<file path="src/rtl/fetch_unit_pkg.sv">
// Shared types and constants for the instruction fetch stage.
package fetch_unit_pkg;

    typedef enum logic {
        FETCH_RUN,
        FETCH_DRAIN
    } fetch_state_t;

    localparam logic [31:0] RESET_PC_DEFAULT = 32'h0000_0000;

    typedef struct packed {
        logic [31:0] pc;
        logic [31:0] instr;
    } fetch_entry_t;

    function automatic logic [31:0] word_align(input logic [31:0] addr);
        return {addr[31:2], 2'b00};
    endfunction

endpackage

</file>
<file path="src/rtl/fetch_unit_fifo.sv">
// Synchronous prefetch FIFO: power-of-two depth, fall-through head, single-cycle flush.
module sync_fifo #(
    parameter int DEPTH = 4,
    parameter int WIDTH = 64,
    localparam int AW = $clog2(DEPTH),
    localparam int CW = AW + 1
) (
    input  logic             clk,
    input  logic             reset,
    input  logic             push,
    input  logic [WIDTH-1:0] push_data,
    input  logic             pop,
    input  logic             flush,
    output logic             full,
    output logic             empty,
    output logic [CW-1:0]    count,
    output logic [WIDTH-1:0] head_data
);

    logic [WIDTH-1:0] mem [DEPTH];
    logic [AW-1:0]    wr_ptr;
    logic [AW-1:0]    rd_ptr;
    logic             do_push;
    logic             do_pop;

    assign full      = (count == CW'(DEPTH));
    assign empty     = (count == '0);
    assign head_data = mem[rd_ptr];
    assign do_pop    = pop && !empty && !flush;
    assign do_push   = push && !flush && (!full || do_pop);

    always_ff @(posedge clk) begin
        // NOTE: sequential state uses non-blocking assignments so every register samples pre-edge values.
        if (reset || flush) begin
            wr_ptr <= '0;
            rd_ptr <= '0;
            count  <= '0;
        end else begin
            if (do_push) wr_ptr <= wr_ptr + AW'(1);
            if (do_pop)  rd_ptr <= rd_ptr + AW'(1);
            if (do_push && !do_pop)      count <= count + CW'(1);
            else if (do_pop && !do_push) count <= count - CW'(1);
        end
    end

    // NOTE: the storage array has no reset; count and pointers alone decide which words are valid.
    always_ff @(posedge clk) begin
        if (do_push) mem[wr_ptr] <= push_data;
    end

endmodule

</file>
<file path="src/rtl/fetch_unit.sv">
// Instruction fetch stage: credit-limited sequential fetch, in-order prefetch buffer,
// redirect flush with discard of stale in-flight responses.
module fetch_unit
    import fetch_unit_pkg::*;
#(
    parameter int          DEPTH    = 4,
    parameter logic [31:0] RESET_PC = RESET_PC_DEFAULT
) (
    input  logic        clk,
    input  logic        reset,
    output logic        imem_req_valid,
    input  logic        imem_req_ready,
    output logic [31:0] imem_req_addr,
    input  logic        imem_rsp_valid,
    input  logic [31:0] imem_rsp_data,
    output logic        instr_valid,
    input  logic        instr_ready,
    output logic [31:0] instr,
    output logic [31:0] instr_pc,
    input  logic        redirect_valid,
    input  logic [31:0] redirect_pc
);

    localparam int CW = $clog2(DEPTH) + 1;
    localparam int SW = CW + 2;

    fetch_state_t  state, state_next;
    logic [31:0]   fetch_pc, fetch_pc_next;
    logic [31:0]   rsp_pc, rsp_pc_next;
    logic [CW-1:0] outstanding, outstanding_next;
    logic [CW-1:0] drop_cnt, drop_cnt_next;
    logic [CW-1:0] fifo_count;
    logic [SW-1:0] credit_used;
    logic          fifo_full, fifo_empty;
    logic          req_fire, push, pop, drop_rsp;
    fetch_entry_t  push_entry, head_entry;

    // Every buffered word, live request and stale request holds one credit.
    assign credit_used    = SW'(fifo_count) + SW'(outstanding) + SW'(drop_cnt);
    assign imem_req_valid = !reset && !redirect_valid && !fifo_full
                            && (credit_used < SW'(DEPTH));
    assign imem_req_addr  = fetch_pc;
    assign req_fire       = imem_req_valid && imem_req_ready;

    assign push       = imem_rsp_valid && (state == FETCH_RUN) && !redirect_valid;
    assign drop_rsp   = imem_rsp_valid && (state == FETCH_DRAIN) && !redirect_valid;
    assign pop        = instr_valid && instr_ready && !redirect_valid;
    assign push_entry = '{pc: rsp_pc, instr: imem_rsp_data};

    sync_fifo #(
        .DEPTH (DEPTH),
        .WIDTH ($bits(fetch_entry_t))
    ) u_fifo (
        .clk       (clk),
        .reset     (reset),
        .push      (push),
        .push_data (push_entry),
        .pop       (pop),
        .flush     (redirect_valid),
        .full      (fifo_full),
        .empty     (fifo_empty),
        .count     (fifo_count),
        .head_data (head_entry)
    );

    assign instr_valid = !fifo_empty;
    assign instr       = fifo_empty ? 32'h0 : head_entry.instr;
    assign instr_pc    = fifo_empty ? 32'h0 : head_entry.pc;

    // outstanding counts only live requests; a redirect turns all of them stale (drop_cnt).
    always_comb begin
        // NOTE: defaults first so no path through this block leaves a signal unassigned (no latch).
        state_next       = state;
        fetch_pc_next    = fetch_pc;
        rsp_pc_next      = rsp_pc;
        outstanding_next = outstanding;
        drop_cnt_next    = drop_cnt;

        if (redirect_valid) begin
            fetch_pc_next    = word_align(redirect_pc);
            rsp_pc_next      = word_align(redirect_pc);
            outstanding_next = '0;
            drop_cnt_next    = outstanding + drop_cnt - CW'(imem_rsp_valid);
        end else begin
            if (req_fire) fetch_pc_next = fetch_pc + 32'd4;
            if (push)     rsp_pc_next   = rsp_pc + 32'd4;
            outstanding_next = outstanding + CW'(req_fire) - CW'(push);
            if (drop_rsp) drop_cnt_next = drop_cnt - CW'(1);
        end

        state_next = (drop_cnt_next != '0) ? FETCH_DRAIN : FETCH_RUN;
    end

    always_ff @(posedge clk) begin
        if (reset) begin
            state       <= FETCH_RUN;
            fetch_pc    <= RESET_PC;
            rsp_pc      <= RESET_PC;
            outstanding <= '0;
            drop_cnt    <= '0;
        end else begin
            state       <= state_next;
            fetch_pc    <= fetch_pc_next;
            rsp_pc      <= rsp_pc_next;
            outstanding <= outstanding_next;
            drop_cnt    <= drop_cnt_next;
        end
    end

endmodule

</file>
<file path="config.mk">
export PLATFORM = sky130hd
export DESIGN_NAME = fetch_unit
export DESIGN_NICKNAME = d
export VERILOG_FILES = /design/src/rtl/fetch_unit_pkg.sv /design/src/rtl/fetch_unit_fifo.sv /design/src/rtl/fetch_unit.sv
export SDC_FILE = /design/constraint.sdc
export NUM_CORES = 1
export LEC_CHECK = 0
export BUFFER_PORTS_ARGS = -buffer_cell sky130_fd_sc_hd__buf_4
export CORE_AREA = 2 2 238 240
export CTS_BUF_LIST = sky130_fd_sc_hd__clkbuf_8
export CTS_CLUSTER_SIZE = 14
export DETAILED_ROUTE_END_ITERATION = 7
export DIE_AREA = 0 0 240 242
export GPL_ROUTABILITY_DRIVEN = 0
export GPL_TIMING_DRIVEN = 1
export SLEW_MARGIN = 20
export SYNTH_ARGS = -nofsm -noshare
export SYNTH_HDL_FRONTEND = slang
export SYNTH_SLANG_ARGS = --single-unit
</file>
<file path="constraint.sdc">
create_clock -name clk -period 10.1 [get_ports clk]
set_input_delay 1.515 -clock clk [delete_from_list [all_inputs] [get_ports clk]]
set_output_delay 1.515 -clock clk [all_outputs]
set_load 0.1 [all_outputs]
</file>
# Word level (Yosys, flattened, before mapping)
# Memory sizes are Yosys's and may differ from the RTL's. A register that Yosys moved wholly into a read port is not among the register bits.
# Index checks and enable logic that the tools add are counted.
dict set report op_classes {
  addsub 13
  magnitude_cmp 1
  eq_ne 1
  n_mux 15
  bitwise_logic 1
  n_reduce_logical 30
}
# operator count
set op_table {}
lappend op_table {{two-way mux 32 bit} 6}
lappend op_table {{adder 32 x 3 -> 32 bit, second input constant} 2}
lappend op_table {{logical AND 1 bit} 16}
lappend op_table {{two-way mux 3 bit} 4}
lappend op_table {{logical NOT 1 bit} 6}
lappend op_table {{nonzero test 2 bit} 3}
lappend op_table {{subtractor 3 x 1 -> 3 bit} 2}
lappend op_table {{subtractor 3 x 1 -> 3 bit, second input constant} 2}
lappend op_table {{adder 4 x 3 -> 5 bit} 1}
lappend op_table {{less-than comparator 5 x 3 -> 1 bit, second input constant} 1}
lappend op_table {{adder 2 x 1 -> 2 bit, second input constant} 2}
lappend op_table {{adder 3 x 3 -> 4 bit} 1}
lappend op_table {{two-way mux 2 bit} 2}
lappend op_table {{adder 3 x 1 -> 3 bit} 1}
lappend op_table {{adder 3 x 1 -> 3 bit, second input constant} 1}
lappend op_table {{adder 3 bit} 1}
lappend op_table {{equality test 3 bit, second input constant} 1}
lappend op_table {{logical NOT 3 bit} 1}
lappend op_table {{two-way mux 1 bit} 3}
lappend op_table {{nonzero test 3 bit} 1}
lappend op_table {{logical OR 1 bit} 2}
lappend op_table {{OR reduction 2 bit} 1}
lappend op_table {{NOT 1 bit} 1}
dict set report totals {
  register_bits 78
  ramBits 256
  inputBits 70
  out_inout_bits 98
  wordCells 72
  mem_count 1
}
# name depth word_bits rd rd_clocked_by_memory_dff wr line
set memory_table {}
lappend memory_table {u_fifo.mem 4 64 1 1 1 fetch_unit_fifo.sv:20} ;# logic [WIDTH-1:0] mem [DEPTH];

# Longest topological paths before layout
dict set report depth {
  ltp_word 12
  depth_mapped 16
}

# Cells and area by module
# Synthesis repeated with hierarchy kept, for this count alone.
dict set report hier_totals {
  cells_unflattened 959
  area_unflattened_um2 14223.6
}
# module n_inst cells_each area_each_um2 seq_area_each_um2
set by_module_without_submodules {}
lappend by_module_without_submodules {sync_fifo 1 385 9805.7 7867.5}
lappend by_module_without_submodules {fetch_unit 1 574 4418.0 1341.3}

# Worst setup path after synthesis
# No wires, ideal clock.
dict set report synth_timing {
  path_kind {input to output}
  start {input redirect_valid}
  end {output imem_req_valid}
  t_arrival_ps 4388
  required_ps 8585
  setup_slack_ps 4197
  stages 5
  n_path_buf 2
  path_cell_list {buf_2 > or2_4 > or3_1 > buf_2 > nor3_1}
}
dict set report synth_between {
  elab_chain_cells 4
}
# item line
set synth_lines {}
lappend synth_lines {{start, declared} fetch_unit.sv:20} ;# input logic redirect_valid,
lappend synth_lines {{logical NOT 1 bit} fetch_unit.sv:40} ;# assign imem_req_valid = !reset && !redirect_valid && !fifo_full
lappend synth_lines {{logical AND 1 bit (2 in series)} fetch_unit.sv:40}
lappend synth_lines {{logical AND 1 bit} fetch_unit.sv:41} ;# && (credit_used < SW'(DEPTH));
lappend synth_lines {{end, declared} fetch_unit.sv:11} ;# output logic imem_req_valid,
# Every way passes these cells.

# Final worst setup path
dict set report layout_timing {
  start {register outstanding[1]}
  end {output imem_req_valid}
}
dict set report layout_between {
  elab_chain_cells 4
}
# item line
set layout_lines {}
lappend layout_lines {{start, declared} fetch_unit.sv:30} ;# logic [CW-1:0] outstanding, outstanding_next;
lappend layout_lines {{start signal, assigned} fetch_unit.sv:105} ;# outstanding <= outstanding_next;
lappend layout_lines {{adder 3 x 3 -> 4 bit} fetch_unit.sv:39} ;# assign credit_used = SW'(fifo_count) + SW'(outstanding) + SW'(drop_cnt);
lappend layout_lines {{adder 4 x 3 -> 5 bit} fetch_unit.sv:39}
lappend layout_lines {{less-than comparator 5 x 3 -> 1 bit} fetch_unit.sv:41}
lappend layout_lines {{logical AND 1 bit} fetch_unit.sv:41}
# Every way passes these cells.

==> key figures <==
Run status
  – Status: finished, final reports clean

Worst setup path
  – Crit path buf inv count: 2
  – Setup CP Type: reg2out
  – Type of destination of the critical path: primary output
  – Crit path DAT: 3.47 ns
  – Worst path required time: 8.59 ns
  – Slowest cell on crit path: fa_1
  – Max FO, Critical Path: 6
  – Crit-path leading delay family: simple AND/OR/NAND/NOR gates
  – Startpoint class of the critical path: flip-flop
  – Most common cell on crit path: fa_1
  – Slowest Stage Delay on Critical Path: 0.54 ns
  – CP cell instances: inv_1, fa_1, nor2_1, fa_1, or3_1, nor3_1, buf_4

Global route
  – Gr ovfl total: 0
  – Initial antenna violation count: 0
  – GRT Resource Usage Total: a little under an eighth
  – Vias in the first global route: ~8,900
  – Largest net degree at the start of global routing: 69
  – First-pass GRT wire length: 52,900 um

Timing
  – Clk_skew: 0.0231 ns
  – Max-Slew Margin vs Limit: around 30%
  – Finish-stage setup viols: 0
  – Slew @ Worst Pin: 1.05 ns
  – Final Cycle Share: 49.4%
  – Max-slew violation count: 0
  – Min cycle time layout: 4.99 ns
  – Unrepaired setup endpoints after global routing: false
  – Final Hold Fails: 0
  – Hold WS: 0.520 ns
  – Highest clock rate: 201 MHz
  – Setup TNS: 0 ns

Floorplanning
  – Die Height: 242 um
  – Full die area: 0.0581 mm^2
  – Starting Density: 24.8%
  – Site Rows: 87
  – Core ar.: 0.0557 mm^2
  – IO Count: 168
  – Overall die width: 240 um

Routing
  – Post-Route WL: ~35,000 um
  – Post-route DRC: 0
  – Vias/cell: 4.47
  – Initial drt markers: 450
  – TritonRoute pass-1 iters: 5
  – WL/cell: around 18 um
  – Post-route ant nets: 0
  – Via count: approximately 8,600

Placement
  – PortBufs: between 150 and 200
  – Final HPWL DP: 21,000 um

CTS
  – Worst skew pair latency: 0.64 ns
  – Post-CTS sizing: 0
  – TritonCTS clock tree: built
  – Total CTS buffers: 58
  – Clock-pin slew on the worst setup and hold paths: 0.07 ns
  – Root Buffer: clkbuf_8
  – Clock sink count: 324
  – CTS H-tree depth: 2
  – Clock buffer depth: 3
  – Setup Fix Bufs, Post-CTS: 0
  – Hold buffers post-CTS: 0

Layout
  – Fin nets: 1,211
  – Most common cell after layout, fill and taps aside: edfxtp_1
  – P&R area growth vs syn: 23.9%
  – Fraction of layout cells with a size suffix above 1: between 20% and 30%
  – Most frequent cells in the layout: edfxtp_1, buf_4, dfxtp_1, and2_1, mux4_2
  – Ant diodes: 0
  – Reg area: ~0.009 mm^2
  – Area of the multi-input gates: 0.00452 mm^2
  – FILL cells: ~5,600

Synth
  – Ys flop type: edfxtp_1
  – Syn Std Cell Area: 0.0138 mm^2
  – Yosys Warn Count: 0
  – Library cells used by synthesis: 63
  – Post-Synthesis Cells: 937
  – Yosys reg bits: 324
  – Syn_area_per_cell: 14.7 um^2
  – Post-synth EDFFs: 248
  – Fraction of registers with async set/reset: 0%
  – Seq/Total Area, Yosys: about 65%

Pwr
  – Leak pwr: 5.90 nW
  – Pwr per Cell Area: 194 mW/mm^2
  – Total power: 3.32 mW
  – VDD IR max: 0.0843 mV

Flow run
  – Max Cap Viol: 0

Min path
  – Min-delay worst type: reg2reg
cell families (layout without fill, tap and decap cells):
kind of cell / count (synthesis) / in the layout / share of synthesized area [%]
adders and majority gates: 22 / 22 / 2.32
DFF: 324 / 324 / 65.0
xor gates and xnor gates: 39 / 39 / 2.47
buffers and inverters: 84 / 313 / 2.44
other: 1 / 4 / 0.0272
and+or+nand+nor: 275 / 275 / 11.2
muxes: 66 / 66 / 10.4
AOI/OAI and AO/OA: 126 / 126 / 6.19
routing by layer:
metal | routed length [um] | global-route usage, % | part of all wire, % | vias to the layer above
met5 | 0 | 0 | 0 | -
met4 | 711 | 3.98 | 2.0 | 0
met3 | 2400 | 3.01 | 6.9 | 52
met2 | 16100 | 18.8 | 46 | 271
met1 | 15700 | 16.0 | 45 | 4299
li1 | - | - | - | 3986
worst reg2reg max path, stage by stage (launching register included):
cell	delay (ns)
dfxtp_1	0.40
inv_1	0.11
fa_1	0.61
nor2_1	0.08
fa_1	0.39
nor3b_1	0.17
o21ai_0	0.54
nor3_2	0.10
inv_2	0.30
ha_1	0.30
inv_1	0.06
ha_1	0.13
inv_1	0.06
fa_1	0.37
xnor2_1	0.16
nor2_1	0.06
sequential cells by signal, indices dropped and copies added (netlist names), named ones only:
register / count
u_fifo.mem: 248
drop_cnt: 3
imem_req_addr: 30
outstanding: 3
rsp_pc: 30
u_fifo.wr_ptr: 2
u_fifo.rd_ptr: 2
u_fifo.count: 3
state: 1
power breakdown:
group / leakage (nW) / switching [mW] / internal (mW)
Combinational: 2.32 / 0.391 / 0.144
Sequential: 2.89 / 0.0430 / 1.48
Clock: 0.686 / 0.564 / 0.693
per-stage QoR:
stage          area (um^2)  setup WS, ns  instances  utilization, %
6_report             17100          5.11       1925            30.7
5_1_grt              17100          4.94       1925            30.7
4_1_cts              17000          5.06       1922            30.5
3_5_place_dp         15800          5.21       1812            28.4
3_3_place_gp         15800          5.20       1812            28.4
2_1_floorplan        13800          4.20        940               -
cell usage after synthesis (all sizes together) (4+ instances only):
library cell	instances	area share, %
a211oi	11	0.60
a21boi	6	0.33
a21o	4	0.22
a21oi	29	1.1
a311oi	4	0.25
a31oi	17	0.77
and2	68	3.1
and3	11	0.50
and4	9	0.57
buf	17	0.62
clkbuf	35	0.95
dfxtp	76	11
edfxtp	248	54
fa	6	0.87
ha	16	1.5
inv	32	0.87
mux2i	4	0.29
mux4	62	10
nand2	48	1.3
nand2b	4	0.18
nand3	23	0.83
nand4	18	0.86
nor2	42	1.1
nor3	6	0.25
nor4	10	0.45
o21a	5	0.27
o21ai	12	0.44
o22ai	5	0.23
o311ai	8	0.51
o31a	7	0.44
or3	13	0.59
or4	9	0.54
xnor2	18	1.1
xor2	21	1.3
area by class of cell:
class | instances | area share [%]
Inverter | 32 | 0.703
Timing Repair Buffer | 171 | 7.84
Sequential cell | 324 | 52.5
Clock buffer | 61 | 4.91
Tap cell | 756 | 5.53
Multi-Input combinational cell | 532 | 26.4
Clock inverter | 49 | 2.08
final timing paths:
path / startpoint / to / slack [ns] / cells after the start
worst max-delay path: outstanding[1]$_SDFF_PP0_ / imem_req_valid / 5.11 / 7
worst min-delay path: imem_req_addr[2]$_SDFFE_PP0P_ / imem_req_addr[2]$_SDFFE_PP0P_ / 0.52 / 2
worst max register to register: outstanding[1]$_SDFF_PP0_ / outstanding[2]$_SDFF_PP0_ / 6.15 / 15
worst min register to register: imem_req_addr[2]$_SDFFE_PP0P_ / imem_req_addr[2]$_SDFFE_PP0P_ / 0.52 / 2
Power figures use the tool's default switching activity.
